### config.mk
export PLATFORM = sky130hd
export DESIGN_NAME = uart_tx_arbiter
export DESIGN_NICKNAME = d
export VERILOG_FILES = /design/src/rtl/uart_arb_pkg.sv /design/src/rtl/uart_rr_picker.sv /design/src/rtl/uart_tx_arbiter.sv
export SDC_FILE = /design/constraint.sdc
export NUM_CORES = 1
export LEC_CHECK = 0
export BUFFER_PORTS_ARGS = -buffer_cell sky130_fd_sc_hd__buf_4
export CORE_MARGIN = 2
export CORE_UTILIZATION = 37
export CTS_CLUSTER_DIAMETER = 80
export CTS_CLUSTER_SIZE = 12
export DETAILED_ROUTE_END_ITERATION = 12
export PLACE_DENSITY_LB_ADDON = 0.15
export SYNTH_ARGS = -nofsm -noshare
export SYNTH_HDL_FRONTEND = slang
export SYNTH_SLANG_ARGS = --single-unit
### constraint.sdc
create_clock -name clk -period 3.45 [get_ports clk]
set_input_delay 0.5175 -clock clk [delete_from_list [all_inputs] [get_ports clk]]
set_output_delay 0.5175 -clock clk [all_outputs]
set_load 0.02 [all_outputs]
### src/rtl/uart_arb_pkg.sv
// Shared definitions for the UART transmit arbiter.
//   BYTE_W      width of one transmitted byte
//   TAG_BASE    upper bits of the source tag byte (low bits carry the requester index)
//   arb_state_t arbiter FSM states; the TAG_* states are only reached when the
//               design is built with UART_ARB_TAG_EN defined.
package uart_arb_pkg;

  localparam int BYTE_W = 8;
  localparam logic [BYTE_W-1:0] TAG_BASE = 8'hA0;

  typedef enum logic [2:0] {
    IDLE,
    ISSUE,
    WAIT_BUSY,
    WAIT_DONE,
    TAG_ISSUE,
    TAG_WAIT_BUSY,
    TAG_WAIT_DONE
  } arb_state_t;

endpackage

### src/rtl/uart_rr_picker.sv
// Combinational round-robin picker.
// Searches req starting one past rr_last and wrapping at NUM_REQ; returns the
// first set position.
//   req      in  NUM_REQ  request vector
//   rr_last  in  IDX_W    index of the most recent winner
//   winner   out IDX_W    index of the selected request (0 when none found)
//   found    out 1        at least one request bit is set
module uart_rr_picker
  import uart_arb_pkg::*;
#(
  parameter int NUM_REQ = 4,
  parameter int IDX_W   = $clog2(NUM_REQ)
) (
  input  logic [NUM_REQ-1:0] req,
  input  logic [IDX_W-1:0]   rr_last,
  output logic [IDX_W-1:0]   winner,
  output logic               found
);

  logic [IDX_W-1:0] idx;

  // Offsets 1..NUM_REQ visit every index once, ending on rr_last itself so
  // the previous winner has lowest priority.
  always_comb begin
    winner = '0;
    found  = 1'b0;
    idx    = '0;
    for (int off = 1; off <= NUM_REQ; off++) begin
      idx = IDX_W'((int'(rr_last) + off) % NUM_REQ);
      if (!found && req[idx]) begin
        winner = idx;
        found  = 1'b1;
      end
    end
  end

endmodule

### src/rtl/uart_tx_arbiter.sv
// Round-robin arbiter sharing one UART transmitter among NUM_REQ byte producers.
// A winner's byte is latched, a one-cycle tx_ok start pulse is issued together
// with the winner's req_ready, and the transmitter's tx_busy is then tracked
// until the frame ends. If tx_busy does not rise within BUSY_TIMEOUT cycles of
// the start pulse the byte is dropped and timeout_err pulses.
//
// Optional build macro UART_ARB_TAG_EN: whenever the winner differs from the
// last requester whose byte completed (or on the first grant after reset), a
// tag byte TAG_BASE | grant_id is sent ahead of the data byte.
//
// Ports:
//   clk          in   system clock
//   reset        in   asynchronous active-low reset
//   req_valid    in   NUM_REQ    per-requester byte valid
//   req_data     in   NUM_REQ*8  packed bytes, requester i at [8i+7:8i]
//   req_ready    out  NUM_REQ    one-cycle accept pulse
//   tx_data      out  8          byte to the transmitter
//   tx_ok        out  1          start pulse to the transmitter
//   tx_busy      in   1          transmitter busy
//   grant_id     out  clog2(NUM_REQ) requester being served
//   active       out  1          arbiter not idle
//   timeout_err  out  1          pulse when tx_busy failed to rise in time
//
// Legal ranges: NUM_REQ 2..8, BUSY_TIMEOUT >= 2.
module uart_tx_arbiter
  import uart_arb_pkg::*;
#(
  parameter int NUM_REQ      = 4,
  parameter int BUSY_TIMEOUT = 16
) (
  input  logic                        clk,
  input  logic                        reset,
  input  logic [NUM_REQ-1:0]          req_valid,
  input  logic [NUM_REQ*BYTE_W-1:0]   req_data,
  output logic [NUM_REQ-1:0]          req_ready,
  output logic [BYTE_W-1:0]           tx_data,
  output logic                        tx_ok,
  input  logic                        tx_busy,
  output logic [$clog2(NUM_REQ)-1:0]  grant_id,
  output logic                        active,
  output logic                        timeout_err
);

  localparam int IDX_W = $clog2(NUM_REQ);
  localparam int CNT_W = $clog2(BUSY_TIMEOUT);
  // The counter starts at 0 in the first wait cycle; firing the registered
  // timeout when it holds BUSY_TIMEOUT-2 makes timeout_err appear exactly
  // BUSY_TIMEOUT cycles after the start pulse.
  localparam logic [CNT_W-1:0] CNT_LAST = CNT_W'(BUSY_TIMEOUT - 2);

  arb_state_t         state;
  logic [IDX_W-1:0]   rr_last;
  logic [CNT_W-1:0]   cnt;
  logic [IDX_W-1:0]   win;
  logic               found;
  logic [NUM_REQ-1:0] win_onehot;
  logic [BYTE_W-1:0]  req_bytes [NUM_REQ];

`ifdef UART_ARB_TAG_EN
  logic [BYTE_W-1:0]  hold_q;     // data byte parked while the tag is on the line
  logic [IDX_W-1:0]   last_sent;
  logic               last_vld;
`endif

  for (genvar g = 0; g < NUM_REQ; g++) begin : g_unpack
    assign req_bytes[g] = req_data[g*BYTE_W +: BYTE_W];
  end

  uart_rr_picker #(
    .NUM_REQ (NUM_REQ),
    .IDX_W   (IDX_W)
  ) u_picker (
    .req     (req_valid),
    .rr_last (rr_last),
    .winner  (win),
    .found   (found)
  );

  assign win_onehot = NUM_REQ'(1) << win;

  // Single FSM; every output is a register updated with the state. Without
  // the tag feature tx_data itself serves as the hold register.
  always_ff @(posedge clk or negedge reset) begin
    if (!reset) begin
      state       <= IDLE;
      rr_last     <= IDX_W'(NUM_REQ - 1);
      cnt         <= '0;
      tx_data     <= '0;
      tx_ok       <= 1'b0;
      req_ready   <= '0;
      grant_id    <= '0;
      active      <= 1'b0;
      timeout_err <= 1'b0;
`ifdef UART_ARB_TAG_EN
      hold_q      <= '0;
      last_sent   <= '0;
      last_vld    <= 1'b0;
`endif
    end else begin
      tx_ok       <= 1'b0;
      req_ready   <= '0;
      timeout_err <= 1'b0;
      case (state)
        IDLE: begin
          if (found) begin
            grant_id <= win;
            rr_last  <= win;
            tx_ok    <= 1'b1;
            active   <= 1'b1;
`ifdef UART_ARB_TAG_EN
            hold_q   <= req_bytes[win];
            if (!last_vld || (win != last_sent)) begin
              tx_data <= TAG_BASE | BYTE_W'(win);
              state   <= TAG_ISSUE;
            end else begin
              tx_data   <= req_bytes[win];
              req_ready <= win_onehot;
              state     <= ISSUE;
            end
`else
            tx_data   <= req_bytes[win];
            req_ready <= win_onehot;
            state     <= ISSUE;
`endif
          end
        end
        ISSUE: begin
          cnt   <= '0;
          state <= WAIT_BUSY;
        end
        WAIT_BUSY: begin
          if (tx_busy) begin
            state <= WAIT_DONE;
          end else if (cnt == CNT_LAST) begin
            timeout_err <= 1'b1;
            active      <= 1'b0;
            state       <= IDLE;
          end else begin
            cnt <= cnt + CNT_W'(1);
          end
        end
        WAIT_DONE: begin
          if (!tx_busy) begin
            active <= 1'b0;
            state  <= IDLE;
`ifdef UART_ARB_TAG_EN
            last_sent <= grant_id;
            last_vld  <= 1'b1;
`endif
          end
        end
`ifdef UART_ARB_TAG_EN
        TAG_ISSUE: begin
          cnt   <= '0;
          state <= TAG_WAIT_BUSY;
        end
        TAG_WAIT_BUSY: begin
          // A tag timeout abandons the data byte too and leaves last_sent alone.
          if (tx_busy) begin
            state <= TAG_WAIT_DONE;
          end else if (cnt == CNT_LAST) begin
            timeout_err <= 1'b1;
            active      <= 1'b0;
            state       <= IDLE;
          end else begin
            cnt <= cnt + CNT_W'(1);
          end
        end
        TAG_WAIT_DONE: begin
          if (!tx_busy) begin
            tx_data   <= hold_q;
            tx_ok     <= 1'b1;
            req_ready <= NUM_REQ'(1) << grant_id;
            state     <= ISSUE;
          end
        end
`endif
        default: begin
          active <= 1'b0;
          state  <= IDLE;
        end
      endcase
    end
  end

endmodule

==> results.sh <==
export IMPL_min_path_type="primary input to async pin"
export IMPL_ir_drop_mv=0.254
export IMPL_cts_buffers=3
export IMPL_switchingPower_mw=0.541
export IMPL_die_y_um=63.0
export IMPL_area_growth_pct=35.3
export IMPL_cp_end_kind="flop"
export IMPL_drive_above_1_share_pct=37.1
export IMPL_cpMaxStageDelayCell="o221ai_4"
export IMPL_final_seq_area_um2=628
export IMPL_fin_worst_skew_ps=13.8
export IMPL_power_frac_comb_pct=50.1
export IMPL_netlist_area_mm2=0.00129
export IMPL_synth_compound_area_share_pct=12.8
export IMPL_fin_crit_sh_pct=58.4
export IMPL_fmax_mhz=496
export IMPL_fp_row_count=21
export IMPL_synth_xor_xnor_area_share_pct=1.36
export IMPL_netlist_instances=121
export IMPL_path_max_fanout=21
export IMPL_root_buffer="clkbuf_4"
export IMPL_synth_top_family_by_area="simple AND/OR/NAND/NOR gates"
export IMPL_synth_avg_cell_area_um2=10.6
export IMPL_power_frac_seq_pct=39.3
export IMPL_worstSkewPairLatency_ps=320
export IMPL_max_cap_violations=0
export IMPL_cts_hold_buf=0
export IMPL_cts_sinks=25
export IMPL_grt_pass1_wl_um=4900
export IMPL_ys_seq_area_share_pct=48.8
export IMPL_num_vias=1088
export IMPL_setup_viol=0
export IMPL_dp_hpwl_um=2250
export IMPL_synth_top_area_share_pct=44.7
export IMPL_final_antenna_net_count=0
export IMPL_fin_ws_ps=1430
export IMPL_yosysUniqueCellTypes=29
export IMPL_setup_tns_ps=0
export IMPL_clk_pin_slew_ps=150
export IMPL_avgRoutedWirePerCell_um=13.0
export IMPL_boundaryPins=56
export IMPL_max_slew_margin_pct=45.8
export IMPL_grt_pass1_vias=1145
export IMPL_final_common_cell="buf_4"
export IMPL_grt_use_total_pct=15.6
export IMPL_placed_area_mm2=0.00171
export IMPL_final_cell_mix="buf_4, dfrtp_1, mux2i_1, nand2_1, nor2_1"
export IMPL_antenna_found_initial=0
export IMPL_path_class="flop to flop"
export IMPL_drcViolationCount=0
export IMPL_synth_mux_area_share_pct=13.2
export IMPL_syn_num_nets=162
export IMPL_cts_resized=0
export IMPL_overflow=0
export IMPL_htreeDepth=1
export IMPL_rsz0062_at_grt="no"
export IMPL_die_w_um=63.0
export IMPL_gp_congestion=0.715
export IMPL_place_ws_ps=1200
export IMPL_fin_crit_ps=2020
export IMPL_core_area_mm2=0.00334
export IMPL_drt_initial_drc_count=30
export IMPL_postLayoutCellArea_mm2=0.00174
export IMPL_critPathArrivalTime_ps=2230
export IMPL_switching_share_pct=41.9
export IMPL_finalPower_mw=1.29
export IMPL_p_leak_nw=0.886
export IMPL_antenna_cells=0
export IMPL_synthSimpleGateAreaFrac_pct=16.9
export IMPL_worst_pin_slew_ps=813
export IMPL_status="finished, final reports clean"
export IMPL_yosysWarnings=0
export IMPL_synth_top_area_cell="dfrtp_1"
export IMPL_synth_seq_cells=25
export IMPL_dr_pass1_iters=4
export IMPL_via_per_inst=4.92
export IMPL_hold_viol_final=0
export IMPL_grt_max_degree=26
export IMPL_numPortBuffers=55
export IMPL_power_density_mw_per_mm2=742
export IMPL_multi_input_area_um2=596
export IMPL_clockBufferDepth=2
export IMPL_required_ps=3660
export IMPL_start_util_pct=38.5
export IMPL_fp_dieArea_mm2=0.00396
export IMPL_nets=217
export IMPL_power_frac_clock_pct=10.6
export IMPL_cts_tree="yes"
export IMPL_internal_power_mw=0.750
export IMPL_start_kind="flop"
export IMPL_crit_chain="nand2b_1 -> a21oi_2 -> o221ai_4 -> mux2i_1 -> o221ai_1"
export IMPL_totalWireLength_um=2880
export IMPL_finalMaxSlewViolations=0
export IMPL_synthTopCellsByArea="dfrtp_1, mux2i_1, o221ai_1"
export IMPL_synthAdderAreaFrac_pct=1.95
export IMPL_fillers=321
export IMPL_post_cts_buffers=0
export IMPL_cpPeakStageDelay_ps=630
cell type report:
class / count / share of cell area (%)
Clock buffer: 3 / 1.29
Clock inverter: 1 / 0.431
Inverter: 3 / 0.935
Multi-Input combinational cell: 88 / 34.2
Sequential cell: 25 / 36.1
Tap cell: 46 / 3.31
Timing Repair Buffer: 55 / 23.7
path summary, 6_finish.rpt:
kind,end,slack (ps),start,cells after the start
hold reg to reg,tx_data[1]$_DFFE_PN0P_,510,tx_data[1]$_DFFE_PN0P_,2
hold / removal,tx_data[5]$_DFFE_PN0P_,70,reset,1
max in group asynchronous,rr_last[0]$_DFFE_PN1P_,3090,reset,1
setup reg to reg,tx_data[6]$_DFFE_PN0P_,1430,rr_last[1]$_DFFE_PN1P_,5
setup / recovery,tx_data[6]$_DFFE_PN0P_,1430,rr_last[1]$_DFFE_PN1P_,5
min in group clk,state[0]$_DFFE_PN0P_,430,tx_busy,3
critical path: cells and delay by family, from the launching register on:
kind / cells / cell delay (ps)
AOI/OAI and AO/OA: 3 / 840
DFF: 1 / 620
muxes: 1 / 290
and+or+nand+nor: 1 / 140
registers in the layout, summed over array words and instances (netlist names):
signal / cells
req_ready: 4
tx_ok: 1
tx_data: 8
cnt: 4
active: 1
grant_id: 2
rr_last: 2
timeout_err: 1
state: 2
Yosys cell counts, drive strengths merged:
master	n
nand2	18
and2b	1
a31oi	2
o221ai	9
inv	2
a21o	1
dfrtp	23
buf	5
nand2b	5
nor4	1
nor2b	2
nand3	3
or3b	1
o21ai	5
a21oi	4
nand4	1
mux2i	17
xor2	2
clkinv	1
or3	1
ha	2
nor2	11
dfstp	2
and3	2
power groups by stage:
stage                     sequential (mW)  clock, mW  combinational (mW)
after floorplan                     0.590          0               0.369
after global placement              0.513          0               0.642
after detailed placement            0.511          0               0.657
after CTS                           0.508      0.140               0.658
after global routing                0.526      0.149               0.716
final                               0.507      0.136               0.647
stage by stage:
stage	instances	hold slack (ps)	util, %
detailed placement	217	443	51.3
floorplan	121	222	-
global placement	217	435	51.3
global route	221	68.7	52.2
finish	221	65.4	52.2
CTS	221	71.4	52.2
routing by layer:
metal | global-route usage (%) | vias up | wire [µm]
met5 | 0 | - | 0
met1 | 18.3 | 512 | 1190
met4 | 5.00 | 0 | 15
li1 | - | 541 | -
met3 | 2.34 | 2 | 141
met2 | 28.7 | 33 | 1540
kinds of logic after synthesis:
group,after synthesis
AND/OR/NAND/NOR,46
XOR/XNOR,2
multiplexers,17
adder cells (fa/ha/maj),2
flip-flops,25
buffers and inverters,8
AO/OA/AOI/OAI,21
No activity file was read; power rests on OpenSTA's default activity.
